`src/rtl/sub_serial_pkg.sv`:
```
// Shared arithmetic helpers and state encoding for the serial subtractor.
package sub_serial_pkg;

    function automatic int unsigned max_w(input int unsigned a, input int unsigned b);
        return (a > b) ? a : b;
    endfunction

    function automatic int unsigned ceil_div(input int unsigned a, input int unsigned b);
        return (a + b - 1) / b;
    endfunction

    typedef enum logic [1:0] {
        StIdle = 2'd0,
        StCalc = 2'd1,
        StDone = 2'd2
    } state_e;

endpackage

```
`src/rtl/sub_chunk.sv`:
```
// Combinational D-bit slice of the borrow chain: {cout, s} = a + ~b + cin.
module sub_chunk #(
    parameter int unsigned D = 4
) (
    input  logic [D-1:0] a,
    input  logic [D-1:0] b,
    input  logic         cin,
    output logic [D-1:0] s,
    output logic         cout
);

    logic [D:0] sum;

    always_comb begin
        sum  = {1'b0, a} + {1'b0, ~b} + {{D{1'b0}}, cin};
        s    = sum[D-1:0];
        cout = sum[D];
    end

endmodule

```
`src/rtl/sub_serial.sv`:
```
// Sequential signed subtractor: out = in1 - in2, D bits per cycle, valid/ready on both sides.
module sub_serial
    import sub_serial_pkg::*;
#(
    parameter int unsigned L1 = 8,
    parameter int unsigned L2 = 8,
    parameter int unsigned D  = 4
) (
    input  logic                      clk,
    input  logic                      rst,
    input  logic [L1-1:0]             in1,
    input  logic [L2-1:0]             in2,
    input  logic                      in_valid,
    output logic                      in_ready,
    output logic [max_w(L1, L2):0]    out,
    output logic                      out_valid,
    input  logic                      out_ready
);

    localparam int unsigned LM = max_w(L1, L2);
    localparam int unsigned N  = LM + 1;
    localparam int unsigned K  = ceil_div(N, D);
    localparam int unsigned P  = K * D;
    localparam int unsigned CW = (K > 1) ? $clog2(K) : 1;

    state_e         state_q, state_d;
    logic [P-1:0]   a_q, a_d;
    logic [P-1:0]   b_q, b_d;
    logic [P-1:0]   res_q, res_d;
    logic [N-1:0]   out_q, out_d;
    logic [CW-1:0]  cnt_q, cnt_d;
    logic           carry_q, carry_d;
    logic           in_ready_q, in_ready_d;
    logic           out_valid_q, out_valid_d;

    logic [D-1:0]   sum;
    logic           cout;
    logic [P-1:0]   res_next;

    sub_chunk #(
        .D(D)
    ) u_chunk (
        .a    (a_q[D-1:0]),
        .b    (b_q[D-1:0]),
        .cin  (carry_q),
        .s    (sum),
        .cout (cout)
    );

    // New chunk enters at the MSB end; written as a shift of the concatenation so K=1 works too.
    assign res_next = P'({sum, res_q} >> D);

    always_comb begin
        state_d     = state_q;
        a_d         = a_q;
        b_d         = b_q;
        res_d       = res_q;
        out_d       = out_q;
        cnt_d       = cnt_q;
        carry_d     = carry_q;
        in_ready_d  = in_ready_q;
        out_valid_d = out_valid_q;
        unique case (state_q)
            StIdle: begin
                if (in_valid) begin
                    a_d        = {{(P - L1){in1[L1-1]}}, in1};
                    b_d        = {{(P - L2){in2[L2-1]}}, in2};
                    carry_d    = 1'b1;
                    cnt_d      = '0;
                    in_ready_d = 1'b0;
                    state_d    = StCalc;
                end
            end
            StCalc: begin
                a_d     = $signed(a_q) >>> D;
                b_d     = $signed(b_q) >>> D;
                carry_d = cout;
                res_d   = res_next;
                cnt_d   = cnt_q + 1'b1;
                if (cnt_q == CW'(K - 1)) begin
                    out_d       = res_next[N-1:0];
                    out_valid_d = 1'b1;
                    state_d     = StDone;
                end
            end
            StDone: begin
                if (out_ready) begin
                    out_valid_d = 1'b0;
                    in_ready_d  = 1'b1;
                    state_d     = StIdle;
                end
            end
            default: begin
                out_valid_d = 1'b0;
                in_ready_d  = 1'b1;
                state_d     = StIdle;
            end
        endcase
    end

    always_ff @(posedge clk) begin
        if (rst) begin
            state_q     <= StIdle;
            a_q         <= '0;
            b_q         <= '0;
            res_q       <= '0;
            out_q       <= '0;
            cnt_q       <= '0;
            carry_q     <= 1'b0;
            in_ready_q  <= 1'b1;
            out_valid_q <= 1'b0;
        end else begin
            state_q     <= state_d;
            a_q         <= a_d;
            b_q         <= b_d;
            res_q       <= res_d;
            out_q       <= out_d;
            cnt_q       <= cnt_d;
            carry_q     <= carry_d;
            in_ready_q  <= in_ready_d;
            out_valid_q <= out_valid_d;
        end
    end

    assign in_ready  = in_ready_q;
    assign out_valid = out_valid_q;
    assign out       = out_q;

endmodule

```
`config.mk`:
```
export PLATFORM = sky130hd
export DESIGN_NAME = sub_serial
export DESIGN_NICKNAME = d
export VERILOG_FILES = /design/src/rtl/sub_serial_pkg.sv /design/src/rtl/sub_chunk.sv /design/src/rtl/sub_serial.sv
export SDC_FILE = /design/constraint.sdc
export NUM_CORES = 1
export LEC_CHECK = 0
export ABC_AREA = 1
export BUFFER_PORTS_ARGS = -buffer_cell sky130_fd_sc_hd__buf_2
export CORE_ASPECT_RATIO = 0.8
export CORE_MARGIN = 3
export CORE_UTILIZATION = 54
export CTS_BUF_LIST = sky130_fd_sc_hd__clkbuf_16
export DETAILED_ROUTE_END_ITERATION = 6
export PLACE_DENSITY_LB_ADDON = 0.15
export SKIP_CTS_REPAIR_TIMING = 1
export SYNTH_ARGS = -nofsm -noshare
export SYNTH_HDL_FRONTEND = slang
export SYNTH_SLANG_ARGS = --single-unit
```
`constraint.sdc`:
```
create_clock -name clk -period 1.73 [get_ports clk]
set_input_delay 0.2595 -clock clk [delete_from_list [all_inputs] [get_ports clk]]
set_output_delay 0.2595 -clock clk [all_outputs]
set_load 0.01 [all_outputs]
```
# Word-level counts from Yosys, hierarchy flattened
# Index checks and enable logic that the tools add are counted.
# totals
reg_bits	52
latchBits	0
ramBits	0
rom_bits	0
inputBits	20
output_inout_bits	11
word_cells	49
memories	0
# classes
add_sub_neg	3
n_mul	0
div_mod_pow	0
magnitude_cmp	0
eq_ne	6
shift	0
n_mux	18
n_bitwise	3
reduce_logical	8
# op_table
cell	n
$pmux 12 s2	2
$mux 12	2
$reduce_and 3->1	4
$mux 2	4
$ne 2x2->1 const B	3
$pmux 1 s3	2
$pmux 2 s3	1
$add 4x4->5	1
$add 5x1->5	1
$mux 1	5
$eq 2x2->1 const B	2
$not 4->4	1
$pmux 2 s2	1
$reduce_and 2->1	2
$add 2x1->2 const B	1
$eq 2x1->1 const B	1
$logic_not 2->1	1
$not 1->1	2
$pmux 1 s2	1
$reduce_bool 2->1	1

# Depth between registers and ports, before layout
# Gate-level depths: netlist of the first run.
# logic_depth
word_depth	4
ltp_mapped	8
mapped_depth_nobuf	8

# Cells and area by module
# From an unflattened synthesis of the first run, not the netlist that was laid out.
# unflattened
hier_cells	284
hier_area_um2	1910.6
# by_module_without_submodules
module	instances	cells_per_inst	area_per_inst_um2	seq_area_each_um2
sub_serial	1	257	1735.4	840.8
sub_chunk	1	27	175.2	0.0

# Worst setup path after synthesis of the first run
# OpenSTA, ideal clock, no wires.
# synth_timing
kind	reg-to-reg
start	reg b_q[0]
end	reg carry_q
setup_time_ns	0.117
arrival_ns	1.472
t_required_ns	1.613
slack_ns	0.141
path_stages_with_launch	8
path_buffers	0
synth_period_minus_slack_ns	1.589
cell_sequence	dfxtp_1 -> inv_1 -> fa_1 -> fa_1 -> nand2_1 -> a21oi_1 -> nor3_1 -> nor2_1
# synth_via
elab_chain_len	4
# synth_rtl
item	line_no	rtl
start, declared	sub_serial.sv:28	logic [P-1:0] b_q, b_d;
start signal, assigned	sub_serial.sv:105	b_q <= '0;
start signal, assigned	sub_serial.sv:115	b_q <= b_d;
$not 4->4	sub_chunk.sv:15	sum = {1'b0, a} + {1'b0, ~b} + {{D{1'b0}}, cin};
$add 4x4->5	sub_chunk.sv:15	
$add 5x1->5	sub_chunk.sv:15	
$pmux 1 s2	sub_serial.sv:63	unique case (state_q)
end signal, assigned	sub_serial.sv:119	carry_q <= carry_d;
end, declared	sub_serial.sv:32	logic carry_q, carry_d;
# Every way passes these cells.
# A chain may end at the register's enable or synchronous reset.

# Worst setup path after layout of the first run
# Same ends and word-level chain as after synthesis.

==> results of run 1 <==
-- worst register-to-register path, stage by stage (launching register included) --
cell	delay (ns)
sky130_fd_sc_hd__dfxtp_1	0.32
sky130_fd_sc_hd__inv_1	0.06
sky130_fd_sc_hd__fa_2	0.39
sky130_fd_sc_hd__fa_1	0.41
sky130_fd_sc_hd__nand2_1	0.08
sky130_fd_sc_hd__a21oi_1	0.07
sky130_fd_sc_hd__nor3_2	0.11
sky130_fd_sc_hd__nor2_1	0.05
-- registers in the layout (all words and copies together), names as in the netlist --
register / flops
a_q: 9
b_q: 9
out: 9
res_q: 8
cnt_q: 2
state_q: 2
carry_q: 1
in_ready: 1
out_valid: 1
-- cell usage in the layout, fill, tap and decap left out --
master and count:
sky130_fd_sc_hd__o21ai_2 1, sky130_fd_sc_hd__a21o_1 1, sky130_fd_sc_hd__a21oi_1 18, sky130_fd_sc_hd__clkinv_1 1, sky130_fd_sc_hd__bufinv_16 2, sky130_fd_sc_hd__xnor2_1 1
sky130_fd_sc_hd__o21ai_1 1, sky130_fd_sc_hd__nor3b_1 2, sky130_fd_sc_hd__inv_1 14, sky130_fd_sc_hd__buf_4 9, sky130_fd_sc_hd__nor3_1 2, sky130_fd_sc_hd__buf_2 30
sky130_fd_sc_hd__fa_1 1, sky130_fd_sc_hd__nand3_1 16, sky130_fd_sc_hd__nand2_1 61, sky130_fd_sc_hd__ha_1 4, sky130_fd_sc_hd__or2_2 1, sky130_fd_sc_hd__inv_2 3
sky130_fd_sc_hd__dfxtp_1 42, sky130_fd_sc_hd__a211oi_1 1, sky130_fd_sc_hd__nor3_2 1, sky130_fd_sc_hd__a31oi_1 2, sky130_fd_sc_hd__fa_2 1, sky130_fd_sc_hd__nor2_1 44
sky130_fd_sc_hd__clkbuf_16 5, sky130_fd_sc_hd__o21ai_0 23, sky130_fd_sc_hd__nor2_2 1
-- cell type report --
cell class,count,area [um2]
clock buffer,5,125
clock inverter,3,63.8
fill,270,945
inverter,17,63.8
multi-input combinational,182,870
sequential,42,841
tap,40,50.0
timing repair buffer,39,218
-- path summary, 6_finish.rpt --
check / end / slack, ns / cells after the start
setup reg to reg: carry_q / 0.14 / 7
hold reg to reg: in_ready / 0.45 / 2
hold / removal: a_q[6] / 0.30 / 5
setup / recovery: carry_q / 0.14 / 7
-- cells by family after synthesis --
kind of cell	Yosys count	share of synthesized area, %
AOI/OAI and AO/OA	47	13.4
adders and majority gates	6	4.91
xor gates and xnor gates	1	0.478
and+or+nand+nor	128	28.2
DFF	42	45.8
buffers and inverters	30	7.16
-- metrics by stage --
step | setup WS (ns) | power, mW | utilization (%) | instances
after floorplan | 0.141 | 1.37 | - | 254
after global placement | 0.0799 | 1.46 | 64.1 | 320
after detailed placement | 0.0309 | 1.47 | 64.1 | 320
after CTS | 0.0190 | 2.64 | 70.0 | 328
after global routing | 0.0251 | 2.75 | 70.3 | 328
final | 0.143 | 2.63 | 70.3 | 328
-- power groups by stage --
stage	registers (mW)	logic [mW]	clock network [mW]
after floorplan	1.10	0.271	0
after global placement	1.10	0.356	0
after detailed placement	1.10	0.364	0
after CTS	1.08	0.369	1.19
after global routing	1.09	0.433	1.22
final	1.08	0.371	1.17
-- per-layer routing --
| metal | vias up | wire length, um |
|---|---|---|
| li1 | 882 | - |
| met1 | 743 | 1940 |
| met2 | 31 | 1730 |
| met3 | 4 | 169 |
| met4 | 0 | 31 |
| met5 | - | 0 |
==> results.cfg, run 1 <==
[worst_setup_path]
critical_path.slowest_cell = sky130_fd_sc_hd__fa_1
worstReg2RegStart = b_q[0]
cp-start-kind = flop
worstSetupStartpoint = b_q[0]
critical_path.top_delay_family = adder cells
worstPathCellList = inv_1 -> fa_2 -> fa_1 -> nand2_1 -> a21oi_1 -> nor3_2 -> nor2_1
crit_path_class = reg -> reg
timing.critical_path.to_type = flop
cp.required_ns = 1.90
max_stage_delay_ns = 0.41
cp_data_arrival_time_ns = 1.75
critical_path_buffers_and_inverters = 1
critical_path.max_fanout = 3

[yosys]
postSynth.asyncResetShare_pct = 0
synth_edf_count = 0
synth_seq_area_share_pct = 45.8
synth_common_cells = sky130_fd_sc_hd__nand2_1 (61), sky130_fd_sc_hd__nor2_1 (44), sky130_fd_sc_hd__dfxtp_1 (42)
register_bit_total_from_synthesis = 42
cell_area_after_synthesis_um2 = 1830
postSynthNetCount = 280
syn-mean-instance-area_um2 = 7.22
synth.area.top_cells = sky130_fd_sc_hd__dfxtp_1 (46%), sky130_fd_sc_hd__nand2_1 (12%), sky130_fd_sc_hd__nor2_1 (9.0%)
yosys_most_used_dff = sky130_fd_sc_hd__dfxtp_1
post-synth-top-count-cell = sky130_fd_sc_hd__nand2_1
yosys.cell_types.count = 26
netlist.top_cell.by_area = sky130_fd_sc_hd__dfxtp_1
synth_top_area_share_pct = 45.8
syn-instance-count = 254
ys_warn_count = 0

[clock_network]
clock_tree.root_cell = sky130_fd_sc_hd__clkbuf_16
tritoncts.num_buffers = 5
clockBufferDepth = 2
clock_sinks = 42
cts.htree.levels = 2
clkSlewWorstSetupHoldPaths_ns = 0.06
cts_tree = built
latest_clock_arrival_within_the_worst_skew_pair_ns = 0.28

[route]
vias = 1660
detail_route.drc_violations = 0
route.antenna.remaining_nets = 0
wl_um = 3870
routed_via_density = 5.06
drt_first_pass_iters = 4
1st_iter_drt_viols = 107
route.detailed.wl_per_inst_um = 11.8

[placement]
io_buffers = 30
dp.final_hpwl_um = 2750
detailed_place.area_um2 = 2030
place.gp.congestion = 0.881

[pwr]
switching_fraction_pct = 23.4
netSwitchingPower_mw = 0.615
combinationalPowerShare_pct = 14.1
power_density_nw_per_um2 = 1180
power_frac_clock_pct = 44.6
vdd.ir_drop.worst_mv = 0.631
total_leakage_power_nw = 1.05
sequentialPowerShare_pct = 41.2
cellInternalPower_mw = 2.01

[sta]
timing.slew.headroom_pct = 75.9
hold_slack_ns = 0.300
layout_worst_path_cycle_share_pct = 91.7
min_period_ns = 1.59
final-hold-violation-count = 0
max_freq_ghz = 0.630
tightest_slew_ns = 0.360
setup_repair_after_global_routing_missed_its_margin = no
setup-tns-final_ns = 0
report.final.slew_viol_count = 0
clock_skew_ns = 0.00630
setup_viol = 0

[finish]
syn2layout_area_growth_pct = 21.6
antenna_cells_inserted = 0
layout.nets = 313
drive_gt1_share_pct = 18.8
layout.cell_area.non_filler_um2 = 2230

[grt]
top_usage_layer = met2
grt_max_degree = 21
grt_util_met2_pct = 32.5
number_of_antenna_violations_at_the_first_check_in_global_routing = 0
grt_first_pass_wirelength_um = 6710
grt_overflow = 0
grtUsageTotal_pct = 20.5
via_count_of_the_first_global_routing_pass = 1512
met3_routing_resource_usage_after_global_routing_pct = 5.03
met1_resource_use_gr_pct = 27.3

[floorplan]
initial_utilization_pct = 57.8
placement_rows = 18
floorplan.die_area_um2 = 4140
num_io_pins = 31
core_region_area_um2 = 3180
die_y_um = 58.1
die_x_um = 71.2

[min_path]
hold_path.class = in -> reg
min_from = in1[6]

[run_status]
status = finished clean

[flow_run]
maxCapViolations = 0
No activity file was read; power rests on OpenSTA's default activity.
==> run 2: changes to the inputs <==
Settings changed: CELL_PAD_IN_SITES_DETAIL_PLACEMENT set to 1, CELL_PAD_IN_SITES_GLOBAL_PLACEMENT set to 2, CORE_UTILIZATION 54 to 31.
==> run 2 against run 1 <==
Combinational power up 3%. Routed wire length up 18%. Critical path type unchanged. Clock skew down 0.00084 ns. First-iteration DRC count down 42%. Core utilization down 30 points. Cell area up 0.84%. Cell count up 12%.
==> results.cfg, run 2 (synthesis gave the netlist of run 1 again) <==
[worst_setup_path]
timing.critical_path.mode_cell = sky130_fd_sc_hd__fa_2
cp-start-kind = flop
cp.required_ns = 1.89
timing.critical_path.to_type = flop
critical_path_buffers_and_inverters = 1
worstPathCellList = inv_1 -> fa_2 -> fa_2 -> nand2_1 -> a21oi_1 -> nor3_1 -> nor2_1
max_stage_delay_ns = 0.39
cp_data_arrival_time_ns = 1.75
critical_path.max_fanout = 3
timing.reg2reg.setup_slack_ns = 0.14
crit_path_class = reg -> reg
critical_path.top_delay_family = adder cells
critical_path.slowest_cell = sky130_fd_sc_hd__fa_2

[clock_network]
tritoncts.num_buffers = 5
clock_sinks = 42
clock_tree.root_cell = sky130_fd_sc_hd__clkbuf_16
cts_tree = built
cts.htree.levels = 2
clockBufferDepth = 2
latest_clock_arrival_within_the_worst_skew_pair_ns = 0.28
clkSlewWorstSetupHoldPaths_ns = 0.06

[grt]
grt_overflow = 0
via_count_of_the_first_global_routing_pass = 1630
grt_first_pass_wirelength_um = 7620
grtUsageTotal_pct = 14.1
grt_max_degree = 20
number_of_antenna_violations_at_the_first_check_in_global_routing = 0

[route]
1st_iter_drt_viols = 62
wl_met1_um = 2480
met3_wirelength_um = 129
met2WireLength_um = 1910
wl_um = 4580
routed_via_density = 4.59
topRoutingLayerUsed = met4
route.detailed.wl_per_inst_um = 12.5
vias = 1680
route.antenna.remaining_nets = 0
detail_route.drc_violations = 0
drt_first_pass_iters = 4

[placement]
dp.final_hpwl_um = 3250
place.gp.congestion = 0.790
numPlacedInstances = 358
io_buffers = 30
detailed_place.area_um2 = 2080

[floorplan]
placement_rows = 24
die_x_um = 92
die_y_um = 74.8
num_io_pins = 31
core_region_area_um2 = 5590
initial_utilization_pct = 32.8
floorplan.die_area_um2 = 6880

[sta]
timing.slew.headroom_pct = 73.7
setup-tns-final_ns = 0
report.final.slew_viol_count = 0
clock_skew_ns = 0.00547
setup_viol = 0
layout_worst_path_cycle_share_pct = 91.7
tightest_slew_ns = 0.395
setup_repair_after_global_routing_missed_its_margin = no
min_period_ns = 1.59
max_freq_ghz = 0.630
final-hold-violation-count = 0

[finish]
mostFrequentLayoutCell = sky130_fd_sc_hd__nand2_1
layout.cell_area.non_filler_um2 = 2250
final_cell_count_no_fill = 366
layout.filler_cells = 737
layout.nets = 313
antenna_cells_inserted = 0
syn2layout_area_growth_pct = 22.6
drive_gt1_share_pct = 18.4
leading_cell_types_in_the_layout_fill_and_taps_excluded = sky130_fd_sc_hd__nand2_1 (61), sky130_fd_sc_hd__nor2_1 (44), sky130_fd_sc_hd__dfxtp_1 (42)

[pwr]
vdd.ir_drop.worst_mv = 0.453
finalPower_mw = 2.50
total_leakage_power_nw = 1.04
power_density_nw_per_um2 = 1110

[run_status]
status = finished clean

[min_path]
hold_path.class = in -> reg

[flow_run]
maxCapViolations = 0
run 2: stage by stage:
step / setup WS [ns] / util (%) / hold WS [ns]
2_1_floorplan: 0.141 / - / 0.422
3_3_place_gp: 0.0846 / 37.3 / 0.439
3_5_place_dp: 0.0186 / 37.3 / 0.443
4_1_cts: -0.00492 / 40.2 / 0.295
5_1_grt: 0.0261 / 40.3 / 0.322
6_report: 0.143 / 40.3 / 0.291
run 2: worst reg2reg max path: cells and delay by family (launching register included):
kind | cells | cell delay, ns
flip-flops | 1 | 0.32
AO/OA/AOI/OAI | 1 | 0.06
buffers and inverters | 1 | 0.06
AND/OR/NAND/NOR | 3 | 0.29
adder cells (fa/ha/maj) | 2 | 0.75
run 2: path summary, 6_finish.rpt:
path	startpoint	end	depth (start not counted)
max	b_q[0]	carry_q	7
min	in1[7]	a_q[11]	3
max reg2reg	b_q[0]	carry_q	7
min reg2reg	cnt_q[0]	cnt_q[0]	1
run 2: layout make-up:
cell class	count	area [um2]	area share (%)
multi-input cells	182	867	38.5
flip-flops and latches	42	841	37.4
repair buffers	39	218	9.68
clock buffers	5	125	5.56
well taps	78	97.6	4.34
inverters	17	63.8	2.84
clock inverters	3	37.5	1.67
run 2: report_power, final:
| group | internal, mW | switching [mW] |
|---|---|---|
| Clock | 0.670 | 0.361 |
| Sequential | 1.04 | 0.0425 |
| Combinational | 0.156 | 0.227 |
run 2: per-layer routing:
metal,up-vias,track usage (%)
met5,-,0
met4,0,4.94
met3,7,2.90
met2,18,21.5
met1,773,19.9
li1,882,-
==> run 3: changes to the inputs <==
Settings changed: SETUP_SLACK_MARGIN set to 0.4.
==> run 3 against run 2 <==
Combinational power grew 12%. Maximum frequency shrank 0.76%. Clock power is essentially flat. First-iteration DRC count shrank 18%. Global-route usage grew 0.61 points. Critical path depth shrank 2. Critical endpoint is now res_q[10]. Largest power group unchanged.
==> results.cfg, run 3 (synthesis gave the netlist of run 1 again) <==
[run_status]
status = finished clean

[worst_setup_path]
max_stage_delay_ns = 0.42
timing.critical_path.to_type = flop
timing.critical_path.mode_cell = sky130_fd_sc_hd__fa_2
worstPathCellList = fa_2 -> fa_2 -> buf_4 -> xnor2_2 -> a21oi_2
critical_path.max_fanout = 2
cp.required_ns = 1.90
worst_r2r_endpoint = res_q[10]
crit_path_class = reg -> reg
cp-start-kind = flop
cp_data_arrival_time_ns = 1.77
critical_path.top_delay_family = adder cells
critical_path_buffers_and_inverters = 1
worstReg2RegStart = a_q[0]
timing.reg2reg.setup_slack_ns = 0.13
critical_path.slowest_cell = sky130_fd_sc_hd__fa_2
worstRegToRegCells = 5

[pwr]
switching_fraction_pct = 25.7
sequentialPowerShare_pct = 42.6
cellInternalPower_mw = 1.90
combinationalPowerShare_pct = 16.7
total_leakage_power_nw = 1.06
power_frac_clock_pct = 40.7
netSwitchingPower_mw = 0.657
finalPower_mw = 2.55
vdd.ir_drop.worst_mv = 0.373
power_density_nw_per_um2 = 1100

[finish]
regArea_um2 = 845
layout.filler_cells = 723
drive_gt1_share_pct = 23.5
mostFrequentLayoutCell = sky130_fd_sc_hd__nand2_1
syn2layout_area_growth_pct = 26.3
leading_cell_types_in_the_layout_fill_and_taps_excluded = sky130_fd_sc_hd__nand2_1 (57), sky130_fd_sc_hd__nor2_1 (44), sky130_fd_sc_hd__dfxtp_1 (39)
layout.core_utilization_pct = 41.5
multiInputGateArea_um2 = 907
antenna_cells_inserted = 0
layout.nets = 314

[clock_network]
clkSlewWorstSetupHoldPaths_ns = 0.06
clock_sinks = 42
cts_tree = built
tritoncts.num_buffers = 5
clockBufferDepth = 2
cts.htree.levels = 2
clock_tree.root_cell = sky130_fd_sc_hd__clkbuf_16
latest_clock_arrival_within_the_worst_skew_pair_ns = 0.28

[sta]
setup-tns-final_ns = 0
report.final.slew_viol_count = 0
setup_repair_after_global_routing_missed_its_margin = yes
layout_worst_path_cycle_share_pct = 92.4
hold_slack_ns = 0.305
timing.slew.headroom_pct = 83.5
final-hold-violation-count = 0
min_period_ns = 1.60
tightest_slew_ns = 0.247
max_freq_ghz = 0.625
setup_viol = 0
clock_skew_ns = 0.00422

[route]
drt_first_pass_iters = 4
routed_via_density = 4.51
vias = 1655
route.antenna.remaining_nets = 0
wl_um = 4660
route.detailed.wl_per_inst_um = 12.7
detail_route.drc_violations = 0
1st_iter_drt_viols = 51

[grt]
via_count_of_the_first_global_routing_pass = 1635
grtUsageTotal_pct = 14.7
grt_max_degree = 21
met3_routing_resource_usage_after_global_routing_pct = 3.20
grt_first_pass_wirelength_um = 7880
number_of_antenna_violations_at_the_first_check_in_global_routing = 0
grt_overflow = 0
met1_resource_use_gr_pct = 20.6
top_usage_layer = met2
grt_util_met2_pct = 22.2

[placement]
dp.final_hpwl_um = 3350
io_buffers = 30
place.gp.congestion = 0.768

[min_path]
hold_path.class = in -> reg
min_path_cells = 5
timing.hold.worst_endpoint = b_q[6]
min_from = in2[6]

[floorplan]
die_x_um = 92
initial_utilization_pct = 32.8
core_region_area_um2 = 5590
die_y_um = 74.8
placement_rows = 24
num_io_pins = 31
floorplan.die_area_um2 = 6880

[flow_run]
maxCapViolations = 0
run 3: worst max path at each step:
stage	start	to	depth (start not counted)
after floorplan	b_q[0]	carry_q	7
after global placement	b_q[0]	carry_q	7
after detailed placement	b_q[0]	carry_q	7
after CTS	b_q[0]	carry_q	7
after global routing	b_q[0]	res_q[10]	6
final	a_q[0]	res_q[10]	5
run 3: cell type report:
| cell class | count | share of cell area, % |
|---|---|---|
| inverters | 17 | 2.75 |
| flip-flops and latches | 42 | 36.4 |
| clock inverters | 3 | 1.62 |
| multi-input cells | 182 | 39.1 |
| repair buffers | 40 | 10.4 |
| clock buffers | 5 | 5.40 |
| well taps | 78 | 4.21 |
run 3: through the flow:
step	worst slack (ns)	area (um2)	instances
floorplan	0.260	1840	254
global placement	0.218	2090	357
global route	0.0862	2320	367
finish	0.131	2320	367
CTS	0.138	2250	365
detailed placement	0.153	2090	357
run 3: tightest hold or removal path, cell delays in order:
cell and delay [ns]:
sky130_fd_sc_hd__buf_2 0.08, sky130_fd_sc_hd__nand2_1 0.04, sky130_fd_sc_hd__nand2_1 0.06, sky130_fd_sc_hd__nor2_1 0.03, sky130_fd_sc_hd__nor2_1 0.08
run 3: layer usage:
layer	routed length (um)	up-vias
met1	2510	748
met2	1960	19
li1	-	882
met3	129	6
met5	0	-
met4	68	0
run 3: power groups by stage:
stage / clock, mW / sequential (mW) / combinational (mW)
floorplan: 0 / 1.10 / 0.274
global placement: 0 / 1.10 / 0.385
detailed placement: 0 / 1.11 / 0.389
CTS: 1.07 / 1.08 / 0.391
global route: 1.12 / 1.10 / 0.492
finish: 1.04 / 1.09 / 0.426
